$ cat src/rtl/axis_merge_arbiter.sv
// Round-robin M_COUNT-to-1 AXI-Stream merge that strips per-channel all-ones end markers
// and emits one flush beat per frame. Optional marker payload check: AXIS_MERGE_MARKER_CHECK_EN.
module axis_merge_arbiter #(
  parameter int M_COUNT    = 4,
  parameter int DATA_WIDTH = 64
) (
  input  logic                          clk,
  input  logic                          rst,
  input  logic                          merge_enable,
  output logic [M_COUNT-1:0]            s_axis_tready,
  input  logic [M_COUNT*DATA_WIDTH-1:0] s_axis_tdata,
  input  logic [M_COUNT-1:0]            s_axis_tlast,
  input  logic [M_COUNT-1:0]            s_axis_tvalid,
  input  logic                          m_axis_tready,
  output logic [DATA_WIDTH-1:0]         m_axis_tdata,
  output logic                          m_axis_tlast,
  output logic                          m_axis_tvalid,
  output logic                          marker_error
);
  localparam int                    PTR_W    = (M_COUNT > 1) ? $clog2(M_COUNT) : 1;
  localparam logic [PTR_W-1:0]      LAST_IDX = PTR_W'(M_COUNT - 1);
  localparam logic [DATA_WIDTH-1:0] ALL_ONES = {DATA_WIDTH{1'b1}};

  logic [DATA_WIDTH-1:0] r_tdata;
  logic                  r_tlast;
  logic                  r_tvalid;
  logic [M_COUNT-1:0]    r_done_mask;
  logic [PTR_W-1:0]      r_rr_ptr;

  logic                  w_slot_free;
  logic                  w_flush;
  logic                  w_grant_vld;
  logic [PTR_W-1:0]      w_grant_idx;
  logic [M_COUNT-1:0]    w_eligible;
  logic [DATA_WIDTH-1:0] w_grant_data;
  logic                  w_grant_last;
  logic                  w_is_marker;

  function automatic logic [PTR_W-1:0] wrap_add(input logic [PTR_W-1:0] base, input int off);
    int sum;
    sum = int'(base) + off;
    return (sum >= M_COUNT) ? PTR_W'(sum - M_COUNT) : PTR_W'(sum);
  endfunction

  assign w_slot_free = !r_tvalid || m_axis_tready;
  // done_mask is registered, so the flush lands at least one cycle after the last marker
  assign w_flush     = (&r_done_mask) && w_slot_free;
  assign w_eligible  = s_axis_tvalid & ~r_done_mask;
  assign w_is_marker = merge_enable && w_grant_last;

  // Grant selection: first eligible channel at or after rr_ptr, or channel 0 in pass-through
  always_comb begin
    w_grant_vld = 1'b0;
    w_grant_idx = '0;
    if (rst || !w_slot_free || w_flush) begin
      w_grant_vld = 1'b0;
    end else if (!merge_enable) begin
      w_grant_vld = s_axis_tvalid[0];
    end else begin
      for (int k = 0; k < M_COUNT; k++) begin
        w_grant_idx = (!w_grant_vld && w_eligible[wrap_add(r_rr_ptr, k)]) ?
                      wrap_add(r_rr_ptr, k) : w_grant_idx;
        w_grant_vld = w_grant_vld || w_eligible[wrap_add(r_rr_ptr, k)];
      end
    end
  end

  // Granted-channel payload mux and one-hot ready
  always_comb begin
    w_grant_data  = '0;
    w_grant_last  = 1'b0;
    s_axis_tready = '0;
    for (int i = 0; i < M_COUNT; i++) begin
      w_grant_data     = (w_grant_idx == PTR_W'(i)) ? s_axis_tdata[i*DATA_WIDTH +: DATA_WIDTH] : w_grant_data;
      w_grant_last     = (w_grant_idx == PTR_W'(i)) ? s_axis_tlast[i] : w_grant_last;
      s_axis_tready[i] = w_grant_vld && (w_grant_idx == PTR_W'(i));
    end
  end

  // Output register, marker bookkeeping and round-robin pointer
  always_ff @(posedge clk) begin
    if (rst) begin
      r_tdata     <= '0;
      r_tlast     <= 1'b0;
      r_tvalid    <= 1'b0;
      r_done_mask <= '0;
      r_rr_ptr    <= '0;
    end else begin
      if (w_flush) begin
        r_tdata     <= ALL_ONES;
        r_tlast     <= 1'b1;
        r_tvalid    <= 1'b1;
        r_done_mask <= '0;
      end else if (w_grant_vld && !w_is_marker) begin
        r_tdata  <= w_grant_data;
        r_tlast  <= w_grant_last;
        r_tvalid <= 1'b1;
      end else if (m_axis_tready) begin
        r_tvalid <= 1'b0;
      end else begin
        r_tvalid <= r_tvalid;
      end
      if (w_grant_vld && w_is_marker) begin
        r_done_mask[w_grant_idx] <= 1'b1;
      end
      if (w_grant_vld && merge_enable) begin
        r_rr_ptr <= (w_grant_idx == LAST_IDX) ? '0 : w_grant_idx + PTR_W'(1);
      end
    end
  end

  assign m_axis_tdata  = r_tdata;
  assign m_axis_tlast  = r_tlast;
  assign m_axis_tvalid = r_tvalid;

`ifdef AXIS_MERGE_MARKER_CHECK_EN
  logic r_marker_error;

  function automatic logic is_all_ones(input logic [DATA_WIDTH-1:0] d);
    return d == ALL_ONES;
  endfunction

  // Sticky flag: a marker arrived whose payload is not all ones
  always_ff @(posedge clk) begin
    if (rst) begin
      r_marker_error <= 1'b0;
    end else if (w_grant_vld && w_is_marker && !is_all_ones(w_grant_data)) begin
      r_marker_error <= 1'b1;
    end
  end

  assign marker_error = r_marker_error;
`else
  assign marker_error = 1'b0;
`endif

endmodule
$ cat config.mk
export PLATFORM = sky130hd
export DESIGN_NAME = axis_merge_arbiter
export DESIGN_NICKNAME = d
export VERILOG_FILES = /design/src/rtl/axis_merge_arbiter.sv
export SDC_FILE = /design/constraint.sdc
export NUM_CORES = 1
export LEC_CHECK = 0
export BUFFER_PORTS_ARGS = -buffer_cell sky130_fd_sc_hd__buf_4
export CAP_MARGIN = 10
export CORE_AREA = 2 2 132 134
export DETAILED_ROUTE_END_ITERATION = 16
export DIE_AREA = 0 0 134 136
export HOLD_SLACK_MARGIN = 0.03
export SLEW_MARGIN = 15
export SYNTH_ARGS = -nofsm -noshare
export SYNTH_HDL_FRONTEND = slang
export SYNTH_SLANG_ARGS = --single-unit
$ cat constraint.sdc
create_clock -name clk -period 6.85 [get_ports clk]
set_input_delay 1.37 -clock clk [delete_from_list [all_inputs] [get_ports clk]]
set_output_delay 1.37 -clock clk [all_outputs]
set_load 0.05 [all_outputs]
==> metrics.txt, run 1 <==
HPWL Detailed 13.93 mm; H-tree levels 3; largest net degree at the start of global routing 73; clk_lat worst skew 0.34 ns; vias in the first global route 5,635; cell area after synthesis 4498 sq um; remaining antenna violation count 0; max frequency 179.2 MHz; syn_area_per_cell 8.193 sq um; Post-synth EDFFs 0; clock buffer depth 2; final hold slack 0.4969 ns; PortBufs 337; fillers 1,709; Die Area 18,220 sq um; initial core utilization 0.2665; drt drc 0; area added between synthesis and finish 64.26%; first-pass GRT wire length 30.37 mm; R2R depth 12; kind of critical path in2out; RSZ-0062 raised after global routing no; critical path endpoint s_axis_tready[1]; Int Pwr 1.052 mW; Cells after Synth 549; Crit path required time 5.48 ns; critical path arrival 4.21 ns; Worst Skew 0.007206 ns; PD cells 214.1 nW/um^2; antenna violations before repair 0; Critical Path Fanout Max 72; Ys Warns 0; reg2reg setup slack 2.38 ns; net switching power 530.0 uW; # Post-CTS Setup Buffers 0; commonest non-fill, non-tap cell in the layout buf_4; Nets 1,100; CTS-repair resized insts 0; VDD IR max 0.1128 mV; 1st-iter DRT viols 375; status finished, final reports clean; Root Driver clkbuf_16; diodes inserted 0; Seq/Total Area, Yosys 0.3204; Tmin final 5.579 ns; num rows 48; Sink Count 72; Clock Pin Slew Worst Setup and Hold Paths 0.06 ns; final cycle utilization of the critical path 0.8145; Ports 339; Post-synth top flop dfxtp_1; Final Slew Violations 0; Async S/R FF share, synth 0; most frequent cells in the layout buf_4 (346), dfxtp_1 (72), o21ai_0 (66); Die H 136 um; final setup fails 0; fraction of layout cells with a size suffix above 1 0.4490; WL/cell 18.95 um; setup TNS 0 ns; Hold-fix buffers, CTS 0; WL final 20.05 mm; Net Sw Frac 0.3351; Hold Path Class reg2reg; RePlAce Congestion 0.7562; Max-Cap Viols 0; Crit. End Element primary output; Combinational Power Share 0.359; Critical Path Start Type input pin; post-synth cell types 40; Worst R2R End m_axis_tdata[39]; r2r startpoint r_done_mask[2]; Leak Pwr 3.110 nW; Seq pwr share 0.300; gr usage total 0.2109; die width 134 um; flops & latches, synth 72; Vias 5,935; Worst Setup SP rst; Rel. slew slack 0.4694; Pre-antenna DRT Iters 5; Core Area 16,880 sq um; final global-route overflow total 0; Clock power frac 0.341; Worst-Margin Slew 0.7959 ns; CTS Buf Count 9; vias per std cell 5.610; Mapped Nets 821; Final Hold Viols 0; CTS tree built
## per-stage QoR
| stage | utilization | setup WS [ns] | power, mW | area (sq um) | cells |
|---|---|---|---|---|---|
| 2_1_floorplan | - | 1.540 | 0.8183 | 4498 | 549 |
| 3_3_place_gp | 0.4178 | 1.299 | 1.050 | 7051 | 1042 |
| 3_5_place_dp | 0.4178 | 1.111 | 1.055 | 7051 | 1042 |
| 4_1_cts | 0.4377 | 1.263 | 1.599 | 7387 | 1058 |
| 5_1_grt | 0.4378 | 1.002 | 1.665 | 7388 | 1058 |
| 6_report | 0.4378 | 1.271 | 1.582 | 7388 | 1058 |
## cell families (layout without fill, tap and decap cells)
kind of cell / count (synthesis) / in the layout / share of synthesized area
buffers and inverters: 81 / 365 / 0.08290
other: 1 / 1 / 0.0008337
muxes: 3 / 3 / 0.009457
DFF: 72 / 72 / 0.3204
and+or+nand+nor: 112 / 112 / 0.1691
adders and majority gates: 4 / 4 / 0.01113
AOI/OAI and AO/OA: 276 / 276 / 0.4061
## cell usage after synthesis, drive strengths merged, types with 2 or more instances
master | instances | area [sq um]
a211oi | 2 | 15.01
a21oi | 6 | 30.03
a221oi | 63 | 551.8
a22o | 4 | 35.03
a31oi | 64 | 400.4
and2 | 5 | 31.28
buf | 13 | 117.6
clkbuf | 66 | 247.7
dfxtp | 72 | 1441
ha | 4 | 50.05
inv | 2 | 7.510
mux2i | 2 | 20.02
nand2 | 5 | 18.77
nand2b | 8 | 57.55
nor2 | 11 | 41.29
nor2b | 6 | 37.54
nor3b | 4 | 30.03
o211a | 2 | 20.02
o21ai | 66 | 330.3
o22ai | 64 | 400.4
or2 | 2 | 12.51
or4 | 63 | 473.0
## cell type report
cell class / count / area, sq um / share of cell area
Multi-Input combinational cell: 396 / 2704 / 0.3660
Timing Repair Buffer: 347 / 2618 / 0.3543
Sequential cell: 72 / 1441 / 0.1951
Tap cell: 225 / 281.5 / 0.03810
Clock buffer: 10 / 229.0 / 0.03099
Clock inverter: 6 / 107.6 / 0.01456
Inverter: 2 / 7.507 / 0.001016
## power groups by stage
stage | sequential [mW] | clock, mW | combinational, mW
after detailed placement | 0.483 | 0 | 0.572
after global routing | 0.479 | 0.573 | 0.613
after global placement | 0.483 | 0 | 0.567
after CTS | 0.475 | 0.552 | 0.571
final | 0.475 | 0.539 | 0.568
after floorplan | 0.600 | 0 | 0.219
## metal layers
layer / vias up / share of wire / GRT usage / routed length, um
met2: 283 / 0.49 / 0.3473 / 9834
met4: 0 / 0.019 / 0.07151 / 386
met5: - / 0 / 0 / 0
met3: 30 / 0.080 / 0.04884 / 1600
met1: 2769 / 0.41 / 0.2717 / 8224
li1: 2853 / - / - / -
## state kept, by name, summed over array words and instances (netlist names)
name and cells:
m_axis_tdata 64, m_axis_tlast 1, m_axis_tvalid 1, r_done_mask 4
r_rr_ptr 2
## critical path, cell delays in order
cell      delay (ns)
buf_4           0.33
nand2b_1        0.28
nor3_1          0.42
nor4bb_1        0.44
or2_2           0.20
ha_2            0.69
and2_1          0.24
buf_4           0.20
## how the worst min path moves through the flow
stage	depth (start not counted)	start	slack, ns	end
4_1_cts	2	m_axis_tdata[5]	0.50	m_axis_tdata[5]
5_1_grt	2	m_axis_tdata[25]	0.52	m_axis_tdata[25]
3_3_place_gp	2	m_axis_tdata[36]	0.47	m_axis_tdata[36]
6_report	2	m_axis_tdata[17]	0.50	m_axis_tdata[17]
2_1_floorplan	1	r_done_mask[0]	0.48	r_done_mask[0]
3_5_place_dp	2	m_axis_tdata[36]	0.49	m_axis_tdata[36]
Power figures use the tool's default switching activity.
==> inputs of run 2 (changes only) <==
--- a/config.mk
+++ b/config.mk
@@ -5,6 +5,7 @@
 export SDC_FILE = /design/constraint.sdc
 export NUM_CORES = 1
 export LEC_CHECK = 0
+export ABC_AREA = 1
 export BUFFER_PORTS_ARGS = -buffer_cell sky130_fd_sc_hd__buf_4
 export CAP_MARGIN = 10
 export CORE_AREA = 2 2 132 134
==> constraint.sdc (replaced) <==
create_clock -name clk -period 5.29 [get_ports clk]
set_input_delay 1.058 -clock clk [delete_from_list [all_inputs] [get_ports clk]]
set_output_delay 1.058 -clock clk [all_outputs]
set_load 0.05 [all_outputs]
==> run 2 against run 1 <==
Effect of this change: final area up 12%; sequential power is 38% higher; utilization is 5.2 points higher; synthesized cell count rose by 75%; worst setup slack got worse by 0.42 ns; hold slack got worse by 0.028 ns; register-to-register slack lost 0.88 ns; final cell count increased by 39%; area after synthesis rose by 19%; critical endpoint is now s_axis_tready[2]; largest power group unchanged.
==> metrics.txt, run 2 <==
Worst-Margin Slew 0.8183 ns; first-pass GRT wire length 35.06 mm; syn_area_per_cell 5.575 sq um; Ports 339; diodes inserted 0; largest net degree at the start of global routing 71; Pre-antenna DRT Iters 4; r2r startpoint r_rr_ptr[0]; gr usage total 0.2446; vias per std cell 4.873; CTS Buf Count 9; Die H 136 um; Cells after Synth 963; post-placement setup slack 0.8280 ns; Async S/R FF share, synth 0; Post-Layout Cell Count 1,475; Commonest cells post-synth nand2_1 (288), nor2_1 (198), a21oi_1 (131); Hold Crit Depth 2; Largest register FFs 64; Tot Pwr 2.508 mW; Area contributors post-synth dfxtp_1 (27%), nand2_1 (20%), nor2_1 (14%); Reg area 1441 sq um; Die Area 18,220 sq um; initial core utilization 0.3181; fraction of layout cells with a size suffix above 1 0.3152; Crit. End Element primary output; Vias 7,188; Crit path required time 4.23 ns; commonest non-fill, non-tap cell in the layout buf_4; final cycle utilization of the critical path 0.8398; cell area after synthesis 5369 sq um; setup TNS 0 ns; fillers 1,864; dpl cells 1,459; Nets 1,517; Sink Count 72; VDD IR max 0.1717 mV; critical path arrival 3.38 ns; final worst setup slack 0.8473 ns; Clock Pin Slew Worst Setup and Hold Paths 0.05 ns; Worst Skew 0.01031 ns; WL/cell 15.70 um; HPWL Detailed 16.27 mm; RSZ-0062 raised after global routing no; Tmin final 4.443 ns; # Post-CTS Setup Buffers 0; Multi-input gate area 3485 sq um; 1st-iter DRT viols 296; Max-Cap Viols 0; Mapped Nets 1,235; R2R depth 19; Post-synth EDFFs 0; max frequency 225.1 MHz; Final Util 0.4893; Hold-fix buffers, CTS 0; Core Area 16,880 sq um; remaining antenna violation count 0; antenna violations before repair 0; Worst Setup SP s_axis_tvalid[3]; PD cells 303.7 nW/um^2; Critical Path Fanout Max 65; kind of critical path in2out; most frequent cells in the layout buf_4 (349), nand2_1 (287), nor2_1 (197); status finished, final reports clean; die width 134 um; Seq/Total Area, Yosys 0.2685; final setup fails 0; post-synth cell types 25; Ys Warns 0; PortBufs 337; min-delay src m_axis_tdata[8]; RePlAce Congestion 0.8888; vias in the first global route 6,631; H-tree levels 3; CTS tree built; CTS-repair resized insts 0; num rows 48; Yosys top cell area share 0.2685; clk_lat worst skew 0.34 ns; Critical Path Start Type input pin; Post-synth top flop dfxtp_1; final global-route overflow total 0; largest area contributor in the netlist dfxtp_1; count leader, synth nand2_1; Leak Pwr 4.449 nW; area added between synthesis and finish 53.81%; clock buffer depth 2; Final Slew Violations 0; Final Hold Viols 0; WL final 23.15 mm; Root Driver clkbuf_16; drt drc 0; flops & latches, synth 72; Rel. slew slack 0.4545; Hold Path Class reg2reg
[run 2: cells by family (layout without fill, tap and decap cells)]
logic type / Yosys count / in the layout / share of synthesized area
AND/OR/NAND/NOR: 578 / 578 / 0.4428
AO/OA/AOI/OAI: 205 / 205 / 0.1930
buffers and inverters: 103 / 390 / 0.08576
flip-flops: 72 / 72 / 0.2685
adder cells (fa/ha/maj): 4 / 4 / 0.009322
other: 1 / 1 / 0.0006985
[run 2: layout make-up]
| cell class | instances | area share |
|---|---|---|
| inverters | 25 | 0.01167 |
| well taps | 225 | 0.03409 |
| clock inverters | 2 | 0.007273 |
| repair buffers | 349 | 0.3173 |
| multi-input cells | 788 | 0.4220 |
| clock buffers | 14 | 0.03318 |
| flip-flops and latches | 72 | 0.1745 |
[run 2: layer usage]
metal / global-route usage / part of all wire / vias to the layer above
met1: 0.2885 / 0.40 / 3221
met3: 0.07196 / 0.082 / 30
met2: 0.4239 / 0.49 / 273
met4: 0.08392 / 0.020 / 0
met5: 0 / 0 / -
li1: - / - / 3664
[run 2: worst paths after layout]
path | to | slack (ns)
setup / recovery | s_axis_tready[2] | 0.85
setup reg to reg | m_axis_tdata[58] | 1.50
hold reg to reg | m_axis_tdata[8] | 0.47
hold / removal | m_axis_tdata[8] | 0.47
[run 2: critical path, stage by stage]
cell and delay (ns):
buf_4 0.11, nand3_1 0.07, o21ai_1 0.10, o21ai_0 0.22, nand2_1 0.13, o211ai_1 0.17, nand2_1 0.12, inv_1 0.10
ha_2 0.19, buf_4 0.62, nand2_1 0.16, inv_1 0.12, buf_4 0.21
[run 2: report_power, final]
group / internal, mW / switching [mW] / total, mW
Combinational: 0.428 / 0.741 / 1.17
Clock: 0.452 / 0.231 / 0.683
Sequential: 0.615 / 0.0407 / 0.656
Total: 1.50 / 1.01 / 2.51
[run 2: per-stage QoR]
stage          hold WS [ns]  area, sq um
4_1_cts              0.4721         8258
5_1_grt              0.4889         8258
2_1_floorplan        0.4891         5369
6_report             0.4684         8258
3_5_place_dp         0.4599         7924
3_3_place_gp         0.4518         7924
